[config.mk]
export PLATFORM = sky130hd
export DESIGN_NAME = mem_port_arbiter
export DESIGN_NICKNAME = d
export VERILOG_FILES = /design/src/rtl/mem_port_arbiter_pkg.sv /design/src/rtl/mem_port_arbiter_ls_lane_align.sv /design/src/rtl/mem_port_arbiter.sv
export SDC_FILE = /design/constraint.sdc
export NUM_CORES = 1
export LEC_CHECK = 0
export CAP_MARGIN = 0
export CORE_ASPECT_RATIO = 1.75
export CORE_MARGIN = 2
export CORE_UTILIZATION = 38
export CTS_CLUSTER_DIAMETER = 120
export DETAILED_ROUTE_END_ITERATION = 16
export GPL_ROUTABILITY_DRIVEN = 0
export GPL_TIMING_DRIVEN = 0
export HOLD_SLACK_MARGIN = 0.1
export MAX_ROUTING_LAYER = met4
export PLACE_DENSITY = 0.88
export SLEW_MARGIN = 15
export SYNTH_ARGS = -nofsm -noshare
export SYNTH_HDL_FRONTEND = slang
export SYNTH_SLANG_ARGS = --single-unit
[constraint.sdc]
create_clock -name clk -period 2.3 [get_ports clk]
set_input_delay 0.46 -clock clk [delete_from_list [all_inputs] [get_ports clk]]
set_output_delay 0.46 -clock clk [all_outputs]
set_load 0.01 [all_outputs]
[src/rtl/mem_port_arbiter_pkg.sv]
// mem_port_arbiter_pkg
//   Shared definitions for the unified memory port arbiter: load/store size
//   encodings, the arbiter FSM state and the owner tag used to route the
//   read response that arrives one cycle after each issue.
package mem_port_arbiter_pkg;

  localparam logic [1:0] SZ_B = 2'b00;
  localparam logic [1:0] SZ_H = 2'b01;
  localparam logic [1:0] SZ_W = 2'b10;

  typedef enum logic {
    ST_IDLE  = 1'b0,
    ST_SPLIT = 1'b1
  } state_t;

  typedef enum logic [1:0] {
    OWN_NONE = 2'b00,
    OWN_IF   = 2'b01,
    OWN_LS   = 2'b10
  } owner_t;

  // A half must sit on an even address, a word (and the 11 encoding, which
  // behaves as a word) on a word boundary; bytes are always aligned.
  function automatic logic ls_misaligned(input logic [1:0] size, input logic [1:0] off);
    logic mis;
    case (size)
      SZ_B:    mis = 1'b0;
      SZ_H:    mis = off[0];
      default: mis = (off != 2'b00);
    endcase
    return mis;
  endfunction

endpackage

[src/rtl/mem_port_arbiter_ls_lane_align.sv]
// mem_port_arbiter_ls_lane_align
//   Combinational lane steering for the load/store path. Memory lanes are
//   big-endian: the byte at the lowest address lives in bits [31:24].
// Ports:
//   st_size, st_off  store size and byte offset within the word
//   st_data          right-justified store data
//   be               byte strobes, be[3] = lane [31:24]
//   lane_wdata       store data replicated onto every candidate lane
//   ld_size, ld_off  size/offset of the load whose word is returning
//   ld_word          raw memory word
//   ld_data          extracted lane, right-justified and zero-extended
module mem_port_arbiter_ls_lane_align
  import mem_port_arbiter_pkg::*;
(
  input  logic [1:0]  st_size,
  input  logic [1:0]  st_off,
  input  logic [31:0] st_data,
  output logic [3:0]  be,
  output logic [31:0] lane_wdata,
  input  logic [1:0]  ld_size,
  input  logic [1:0]  ld_off,
  input  logic [31:0] ld_word,
  output logic [31:0] ld_data
);

  // Store strobes and replicated write data.
  always_comb begin
    be         = 4'b0000;
    lane_wdata = 32'h0000_0000;
    case (st_size)
      SZ_B: begin
        be         = 4'b1000 >> st_off;
        lane_wdata = {4{st_data[7:0]}};
      end
      SZ_H: begin
        if (st_off[1]) begin
          be = 4'b0011;
        end else begin
          be = 4'b1100;
        end
        lane_wdata = {2{st_data[15:0]}};
      end
      default: begin
        be         = 4'b1111;
        lane_wdata = st_data;
      end
    endcase
  end

  // Load lane extraction with zero extension.
  always_comb begin
    ld_data = 32'h0000_0000;
    case (ld_size)
      SZ_B: begin
        case (ld_off)
          2'b00:   ld_data = {24'h00_0000, ld_word[31:24]};
          2'b01:   ld_data = {24'h00_0000, ld_word[23:16]};
          2'b10:   ld_data = {24'h00_0000, ld_word[15:8]};
          default: ld_data = {24'h00_0000, ld_word[7:0]};
        endcase
      end
      SZ_H: begin
        if (ld_off[1]) begin
          ld_data = {16'h0000, ld_word[15:0]};
        end else begin
          ld_data = {16'h0000, ld_word[31:16]};
        end
      end
      default: ld_data = ld_word;
    endcase
  end

endmodule

[src/rtl/mem_port_arbiter.sv]
// mem_port_arbiter
//   Owns the single 32-bit port of the unified program/data memory.
//   Arbitrates instruction fetch (IF) against load/store (LS), splits
//   fetches that straddle a word boundary into two back-to-back reads,
//   and routes each read response (1-cycle latency) to its requester.
// Ports:
//   clk, rst                           clock, async active-high reset
//   if_req/if_addr/if_flush            fetch request side
//   if_gnt/if_rvalid/if_rdata          fetch grant and response
//   ls_req/ls_we/ls_size/ls_addr/ls_wdata   load/store request side
//   ls_gnt/ls_rvalid/ls_rdata/ls_err   load/store grant, response, misalign pulse
//   mem_en/mem_we/mem_addr/mem_wdata   memory command (word address)
//   mem_rdata                          memory read data, one cycle after mem_en
module mem_port_arbiter
  import mem_port_arbiter_pkg::*;
#(
  parameter int ADDR_W       = 12,
  parameter int STARVE_LIMIT = 4
) (
  input  logic              clk,
  input  logic              rst,
  input  logic              if_req,
  input  logic [ADDR_W-1:0] if_addr,
  input  logic              if_flush,
  output logic              if_gnt,
  output logic              if_rvalid,
  output logic [31:0]       if_rdata,
  input  logic              ls_req,
  input  logic              ls_we,
  input  logic [1:0]        ls_size,
  input  logic [ADDR_W-1:0] ls_addr,
  input  logic [31:0]       ls_wdata,
  output logic              ls_gnt,
  output logic              ls_rvalid,
  output logic [31:0]       ls_rdata,
  output logic              ls_err,
  output logic              mem_en,
  output logic [3:0]        mem_we,
  output logic [ADDR_W-3:0] mem_addr,
  output logic [31:0]       mem_wdata,
  input  logic [31:0]       mem_rdata
);

  localparam int WA = ADDR_W - 2;
  localparam int CW = $clog2(STARVE_LIMIT + 1);
  localparam logic [CW-1:0] LIMIT = CW'(STARVE_LIMIT);

  state_t        state, state_nx;
  logic [CW-1:0] starve_cnt;
  owner_t        resp_own, resp_own_nx;
  logic          resp_first, resp_first_nx;   // first half of a split returning
  logic          resp_second, resp_second_nx; // second half of a split returning
  logic [1:0]    resp_size;
  logic [1:0]    resp_off;
  logic [15:0]   hold;
  logic [WA-1:0] split_word;

  logic          if_win;
  logic          ls_mis;
  logic [3:0]    st_be;
  logic [31:0]   st_lane;
  logic [31:0]   ld_data;
  logic          unused_if_addr0;

  // Fetches are halfword aligned, so bit 0 never steers anything.
  assign unused_if_addr0 = if_addr[0];

  // LS wins contention until IF has been refused STARVE_LIMIT times; a flush
  // always blocks the fetch grant.
  assign if_win = if_req && !if_flush && !(ls_req && (starve_cnt < LIMIT));
  assign ls_mis = ls_misaligned(ls_size, ls_addr[1:0]);

  mem_port_arbiter_ls_lane_align u_align (
    .st_size    (ls_size),
    .st_off     (ls_addr[1:0]),
    .st_data    (ls_wdata),
    .be         (st_be),
    .lane_wdata (st_lane),
    .ld_size    (resp_size),
    .ld_off     (resp_off),
    .ld_word    (mem_rdata),
    .ld_data    (ld_data)
  );

  // Next-state, grant and memory command decode. Everything is held at zero
  // while rst is high so the port goes quiet immediately on an async reset.
  always_comb begin
    state_nx       = state;
    resp_own_nx    = OWN_NONE;
    resp_first_nx  = 1'b0;
    resp_second_nx = 1'b0;
    if_gnt         = 1'b0;
    ls_gnt         = 1'b0;
    ls_err         = 1'b0;
    mem_en         = 1'b0;
    mem_we         = 4'b0000;
    mem_addr       = {WA{1'b0}};
    mem_wdata      = 32'h0000_0000;
    if (!rst) begin
      case (state)
        ST_IDLE: begin
          if (if_win) begin
            if_gnt      = 1'b1;
            mem_en      = 1'b1;
            mem_addr    = if_addr[ADDR_W-1:2];
            resp_own_nx = OWN_IF;
            if (if_addr[1]) begin
              state_nx      = ST_SPLIT;
              resp_first_nx = 1'b1;
            end else begin
              state_nx = ST_IDLE;
            end
          end else if (ls_req) begin
            ls_gnt = 1'b1;
            if (ls_mis) begin
              ls_err = 1'b1;
            end else begin
              mem_en   = 1'b1;
              mem_addr = ls_addr[ADDR_W-1:2];
              if (ls_we) begin
                mem_we    = st_be;
                mem_wdata = st_lane;
              end else begin
                resp_own_nx = OWN_LS;
              end
            end
          end else begin
            state_nx = ST_IDLE;
          end
        end
        ST_SPLIT: begin
          // Not preemptible; a flush just abandons the second read.
          state_nx = ST_IDLE;
          if (!if_flush) begin
            mem_en         = 1'b1;
            mem_addr       = split_word;
            resp_own_nx    = OWN_IF;
            resp_second_nx = 1'b1;
          end else begin
            resp_own_nx = OWN_NONE;
          end
        end
        default: state_nx = ST_IDLE;
      endcase
    end else begin
      state_nx = ST_IDLE;
    end
  end

  // State, starvation counter and response-routing registers.
  always_ff @(posedge clk or posedge rst) begin
    if (rst) begin
      state       <= ST_IDLE;
      starve_cnt  <= {CW{1'b0}};
      resp_own    <= OWN_NONE;
      resp_first  <= 1'b0;
      resp_second <= 1'b0;
      resp_size   <= 2'b00;
      resp_off    <= 2'b00;
      hold        <= 16'h0000;
      split_word  <= {WA{1'b0}};
    end else begin
      state       <= state_nx;
      resp_own    <= resp_own_nx;
      resp_first  <= resp_first_nx;
      resp_second <= resp_second_nx;
      if (if_gnt) begin
        starve_cnt <= {CW{1'b0}};
      end else if (if_req && (starve_cnt < LIMIT)) begin
        starve_cnt <= starve_cnt + CW'(1);
      end else begin
        starve_cnt <= starve_cnt;
      end
      if (ls_gnt) begin
        resp_size <= ls_size;
        resp_off  <= ls_addr[1:0];
      end else begin
        resp_size <= resp_size;
        resp_off  <= resp_off;
      end
      // Word A+1 wraps naturally at the top of the word address space.
      if (if_gnt) begin
        split_word <= if_addr[ADDR_W-1:2] + WA'(1);
      end else begin
        split_word <= split_word;
      end
      // Low half of word A is the first parcel of a straddling fetch.
      if (resp_first) begin
        hold <= mem_rdata[15:0];
      end else begin
        hold <= hold;
      end
    end
  end

  // Response steering; data buses stay zero unless their valid is high.
  always_comb begin
    if_rvalid = (resp_own == OWN_IF) && !resp_first;
    ls_rvalid = (resp_own == OWN_LS);
    if_rdata  = 32'h0000_0000;
    ls_rdata  = 32'h0000_0000;
    if (if_rvalid) begin
      if (resp_second) begin
        if_rdata = {hold, mem_rdata[31:16]};
      end else begin
        if_rdata = mem_rdata;
      end
    end else begin
      if_rdata = 32'h0000_0000;
    end
    if (ls_rvalid) begin
      ls_rdata = ld_data;
    end else begin
      ls_rdata = 32'h0000_0000;
    end
  end

endmodule

-- Word-level counts from Yosys, hierarchy flattened
Index checks and enable logic that the tools add are counted.
- register bits after elaboration: 38
- bits of input ports: 96
- output and inout bits: 116
- word-level logic and storage cells: 96
- add/sub/neg operators: 2
- magnitude comparators: 1
- equal/unequal tests: 6
- shift-type cells: 1
- multiplexer cells: 63
- bitwise operators: 1
- reductions and logical operators: 13
- operators with widths (cell ; count):
    $mux W32 ; 9
    $pmux W32 S2 ; 2
    $mux W10 ; 5
    $mux W4 ; 7
    $mux W1 ; 25
    $pmux W8 S3 ; 1
    $pmux W10 S2 ; 1
    $mux W16 ; 1
    $add A10 B1 Y10 const B ; 1
    $mux W2 ; 5
    $eq A2 B1 Y1 const B ; 4
    $pmux W4 S2 ; 1
    $logic_not A2 Y1 ; 3
    $mux W3 ; 2
    $pmux W1 S2 ; 3
    $logic_and A1 B1 Y1 ; 5
    $eq A2 B2 Y1 const B ; 2
    $pmux W2 S2 ; 1
    $reduce_bool A2 Y1 ; 2
    $shr A4 B2 Y4 const A ; 1
    $add A3 B1 Y3 const B ; 1
    $logic_not A1 Y1 ; 3
    $lt A3 B3 Y1 const B ; 1
    $not A1 Y1 ; 1

-- Depth between registers and ports, before layout
Gate-level depths: netlist (run 1).
- depth in word-level cells: 8
- mapped depth: 6
- depth with buffers taken out: 4

-- By module
A second synthesis (run 1) with hierarchy kept.
- cell total of the unflattened synthesis: 441
- area, all modules: 3668.5 um^2
- by module, submodules not included (module ; instances ; cells an instance ; area each (um^2) ; sequential area each (um^2)):
    mem_port_arbiter ; 1 ; 314 ; 2760.1 ; 925.9
    mem_port_arbiter_ls_lane_align ; 1 ; 127 ; 908.4 ; 0.0

-- Least setup slack after synthesis (run 1)
No wires, ideal clock.
- path type: input -> output
- start point: input ls_size[1]
- end point: output mem_wdata[12]
- arrival: 1.504 ns
- data required time: 1.840 ns
- setup slack: 0.336 ns
- stages on the path: 5
- cell sequence: buf_2 -> nor2_2 -> o2111ai_1 -> buf_2 -> a21oi_1
- longest elaborated chain between the ends: 8
- ends and longest elaborated chain (what ; RTL line ; RTL):
    from (decl) ; mem_port_arbiter.sv:30 ; input logic [1:0] ls_size,
    $eq A2 B1 Y1 or $logic_not A2 Y1 (tied branches) ; mem_port_arbiter_pkg.sv:26, mem_port_arbiter_ls_lane_align.sv:30 ;
    $pmux W32 S2 ; mem_port_arbiter_ls_lane_align.sv:30 ; case (st_size)
    $mux W32 ; mem_port_arbiter.sv:120 ; if (ls_we) begin
    $mux W32 * ; mem_port_arbiter.sv:115 ; if (ls_mis) begin
    $mux W32 * ; mem_port_arbiter.sv:113 ; end else if (ls_req) begin
    $mux W32 * ; mem_port_arbiter.sv:102 ; if (if_win) begin
    $mux W32 * ; mem_port_arbiter.sv:100 ; case (state)
    $mux W32 * ; mem_port_arbiter.sv:99 ; if (!rst) begin
    to (decl) ; mem_port_arbiter.sv:40 ; output logic [31:0] mem_wdata,
Mark *: on every way between the ends. The rest lies on a longest branch, timed or not.

-- Worst setup path in the final report (run 1)
- start point: input if_req
- end point: output mem_addr[1]
- longest elaborated chain between the ends: 5
- ends and longest elaborated chain (what ; RTL line ; RTL):
    from (decl) ; mem_port_arbiter.sv:22 ; input logic if_req,
    $logic_and A1 B1 Y1 (2 in series) ; mem_port_arbiter.sv:70 ; assign if_win = if_req && !if_flush && !(ls_req && (starve_cnt < LIMIT));
    $mux W10 ; mem_port_arbiter.sv:102 ;
    $pmux W10 S2 ; mem_port_arbiter.sv:100 ;
    $mux W10 ; mem_port_arbiter.sv:99 ;
    to (decl) ; mem_port_arbiter.sv:39 ; output logic [ADDR_W-3:0] mem_addr,
Every way passes these cells.

==> out/metrics.yaml, run 1 <==
synth:
  synth-async-reset-ratio_pct: 100
  ys_types: 46
  ys_seq_elements: 37
  ys.flop_type: "dfrtp_1"
  syn_inst: 412
  synthesis.area_um2: 3480
  synth_edf_count: 0
  yosysWarnings: 0
  yosysSeqAreaShare_pct: 26.6
  yosys.area.top_type: "dfrtp_1"
  netlist_top_cells_area: "dfrtp_1 (27%), mux2i_1 (14%), mux2_2 (13%)"
  yosysTopAreaCellShare_pct: 26.6
  synth_nets: 510
  synth.avg_cell_area_um2: 8.44
clocking:
  cts_hold_buf: 0
  cts_sinks: 37
  cts_tree: "done"
  clock-root-buffer: "clkbuf_16"
  clockBufferDepth: 2
  ctsHtreeMaxLevel: 2
  clk_latency_ns: 0.28
  clkTransAtPathRegs_ns: 0.05
  cts_made_buffers: 5
sta:
  slew_headroom_pct: 66.9
  post-route-period-util_pct: 98.1
  finClkSkew_ns: 0.00762
  setup_viol: 0
  setup_ws_ns: 0.0440
  slew_viol_final: 0
  finalHoldViolCount: 0
  finalCriticalPeriod_ns: 2.26
  worst_pin_slew_ns: 0.497
  rsz0062_at_grt: "true"
  timing.fmax_mhz: 443
placement:
  dp.cells: 741
  pre_cts_slack_ns: -0.856
  numPortBuffers: 208
  hpwl_um: 11000
  place_area_um2: 5740
run:
  maxCapViolations: 0
floorplanning:
  io_pins: 212
  start_util_pct: 38.7
  coreArea_um2: 8980
  row_count: 46
  die_h_um: 131
  die_width_um: 76.3
  die_area_um2: 9960
pwr:
  p_leak_uw: 0.00312
  p_per_area_nw_per_um2: 484
  max-vdd-ir-drop_mv: 0.364
route:
  vias: 4321
  wl_per_cell_um: 18.7
  wl_um: 14400
  ant_nets: 0
  drt-initial-drc-count: 275
  drc: 0
  via_per_inst: 5.63
  drt-pass1-iter-count: 4
global_routing:
  grt_pass1_wl_um: 21900
  grt.overflow.total: 0
  antenna_found_initial: 0
  grt_pass1_vias: 4299
  grt_max_degree: 21
  grtUsageTotal_pct: 28.2
setup_path:
  crit_slowest_cell: "a221o_1"
  critPathRequiredTime_ns: 1.84
  end_kind: "output pin"
  crit_family: "buffers and inverters"
  crit_chain: "clkdlybuf4s15_2 -> nor2b_1 -> buf_4 -> and3_4 -> clkbuf_16 -> a221o_1 -> buf_2"
  arrival_ns: 1.80
  cp_max_fo: 8
  slowest_delay_ns: 0.34
  path_buf_inv: 4
  critical_path_class: "primary input to output pin"
  start_kind: "primary input"
cells_and_area:
  final_layout_size_suffix_gt1_share_pct: 26.9
  final_nets: 744
  instances_no_fill: 767
  fillers: 745
  design_area_um2: 6060
  fin_util_pct: 67.5
  diodes: 0
  area_growth_pct: 74.4
run_status:
  outcome: "finished, final reports clean"
min_path:
  hp-class: "primary input to async pin"
-- synth_stat cells, drive strengths merged (2+ instances only) --
library cell / n
inv: 5
and3: 25
a21o: 2
nor2b: 3
a311oi: 8
nand3b: 2
mux2i: 49
o31ai: 2
a22oi: 8
dfrtp: 37
xnor2: 4
buf: 24
a221o: 10
nor3b: 2
ha: 2
o21ai: 12
clkbuf: 14
or4: 2
or3: 4
nand3: 6
and2: 11
nand2b: 3
nor3: 2
or2: 2
mux2: 40
a31oi: 11
a21oi: 13
nor2: 72
nand2: 29
-- power by group --
group          internal [uW]  total (uW)  leakage, uW  switching (uW)
logic                    669        1280      0.00261             607
clock network            397         666    0.0000696             269
registers                873         993     0.000445             121
-- layout by cell type (no fill, tap or decap), types with 3 or more instances in the layout --
cell type        Yosys  layout
and2_1              11      10
dlygate4sd2_1        0      59
dfrtp_1             37      37
a31oi_1             11      11
and3_1              24      24
buf_6                3       9
buf_4                2      28
nand2_1             29      27
a22oi_1              8       7
clkbuf_8             0       4
mux2i_1             49      48
buf_2               17      30
a311oi_2             0       3
a21oi_1             13      13
dlymetal6s2s_1       0      18
xnor2_1              4       4
mux2_2              40      40
inv_1                5       3
clkbuf_2             0      19
clkdlybuf4s50_1      0      84
nor2b_1              3       3
a221o_1             10      10
nand3_1              6       5
o21ai_0             11      11
a311oi_1             8       5
clkdlybuf4s15_1      0       6
or3_1                4       3
nor2_1              70      68
clkbuf_16            0       6
nor2_4               1       3
-- cells by family (layout without fill, tap and decap cells) --
logic type | Yosys count | after routing | share of synthesized area (%)
AOI/OAI and AO/OA | 68 | 68 | 13.7
xor gates and xnor gates | 5 | 5 | 1.26
adders and majority gates | 2 | 2 | 0.719
buffers and inverters | 43 | 278 | 6.44
DFF | 37 | 37 | 26.6
muxes | 89 | 89 | 27.1
and+or+nand+nor | 168 | 168 | 24.2
-- per-stage QoR --
stage | total power, uW | TNS, ns | hold WS [ns]
after floorplan | 1640 | 0 | 0.472
after global placement | 2120 | -42.29 | 0.483
after detailed placement | 2190 | -44.17 | 0.492
after CTS | 2940 | -0.0506 | 0.282
after global routing | 3110 | -0.0373 | 0.299
final | 2930 | 0 | 0.280
-- final cells by class --
type | instances | area [um^2] | share of cell area, %
Sequential cell | 37 | 926 | 15.3
Clock inverter | 3 | 17.5 | 0.289
Tap cell | 120 | 150 | 2.48
Timing Repair Buffer | 235 | 2110 | 34.8
Clock buffer | 5 | 125 | 2.06
Inverter | 5 | 21.3 | 0.351
Buffer | 30 | 260 | 4.29
Multi-Input combinational cell | 332 | 2450 | 40.4
-- repair_timing --
action / in CTS / in global routing
hold endpoints to repair: 0 / 0
cloned: 1 / 1
pin swaps: 9 / 7
setup buffers: 19 / 6
setup endpoints to repair: 116 / 59
resized for setup: 254 / 65
-- state kept, by name (all words and copies together), names as in the netlist --
name,count
hold,16
resp_first,1
resp_off,2
resp_own,2
resp_second,1
resp_size,2
split_word,10
starve_cnt,3
-- path summary, 6_finish.rpt --
path | from | end | slack (ns) | cells past startpoint
worst max-delay path | if_req | mem_addr[1] | 0.04 | 7
worst min register to register | split_word[2] | split_word[2] | 0.50 | 1
min in group clk | split_word[2] | split_word[2] | 0.50 | 1
max in group asynchronous | rst | hold[11] | 1.56 | 3
worst max register to register | resp_first | hold[8] | 0.77 | 4
worst min-delay path | rst | resp_first | 0.28 | 2
-- routing by layer --
| metal | up-vias | global-route usage, % | share of wire [%] |
|---|---|---|---|
| met1 | 2074 | 29.2 | 34 |
| met4 | 0 | 14.3 | 4.7 |
| met5 | - | - | 0 |
| met2 | 237 | 52.6 | 54 |
| met3 | 54 | 3.37 | 6.5 |
| li1 | 1956 | - | - |
Note: power is estimated with default switching activity, not from simulation.
==> run 2: changes to the inputs <==
Settings changed: CAP_MARGIN 0 to 30.
==> results of run 2 <==
The final DEF is identical to that of run 1; final timing and power are the same.
==> run 3: changes to the inputs <==
Settings changed: HOLD_SLACK_MARGIN 0.1 to unset.
==> results of run 3 <==
The final DEF is identical to that of run 1; final timing and power are the same.
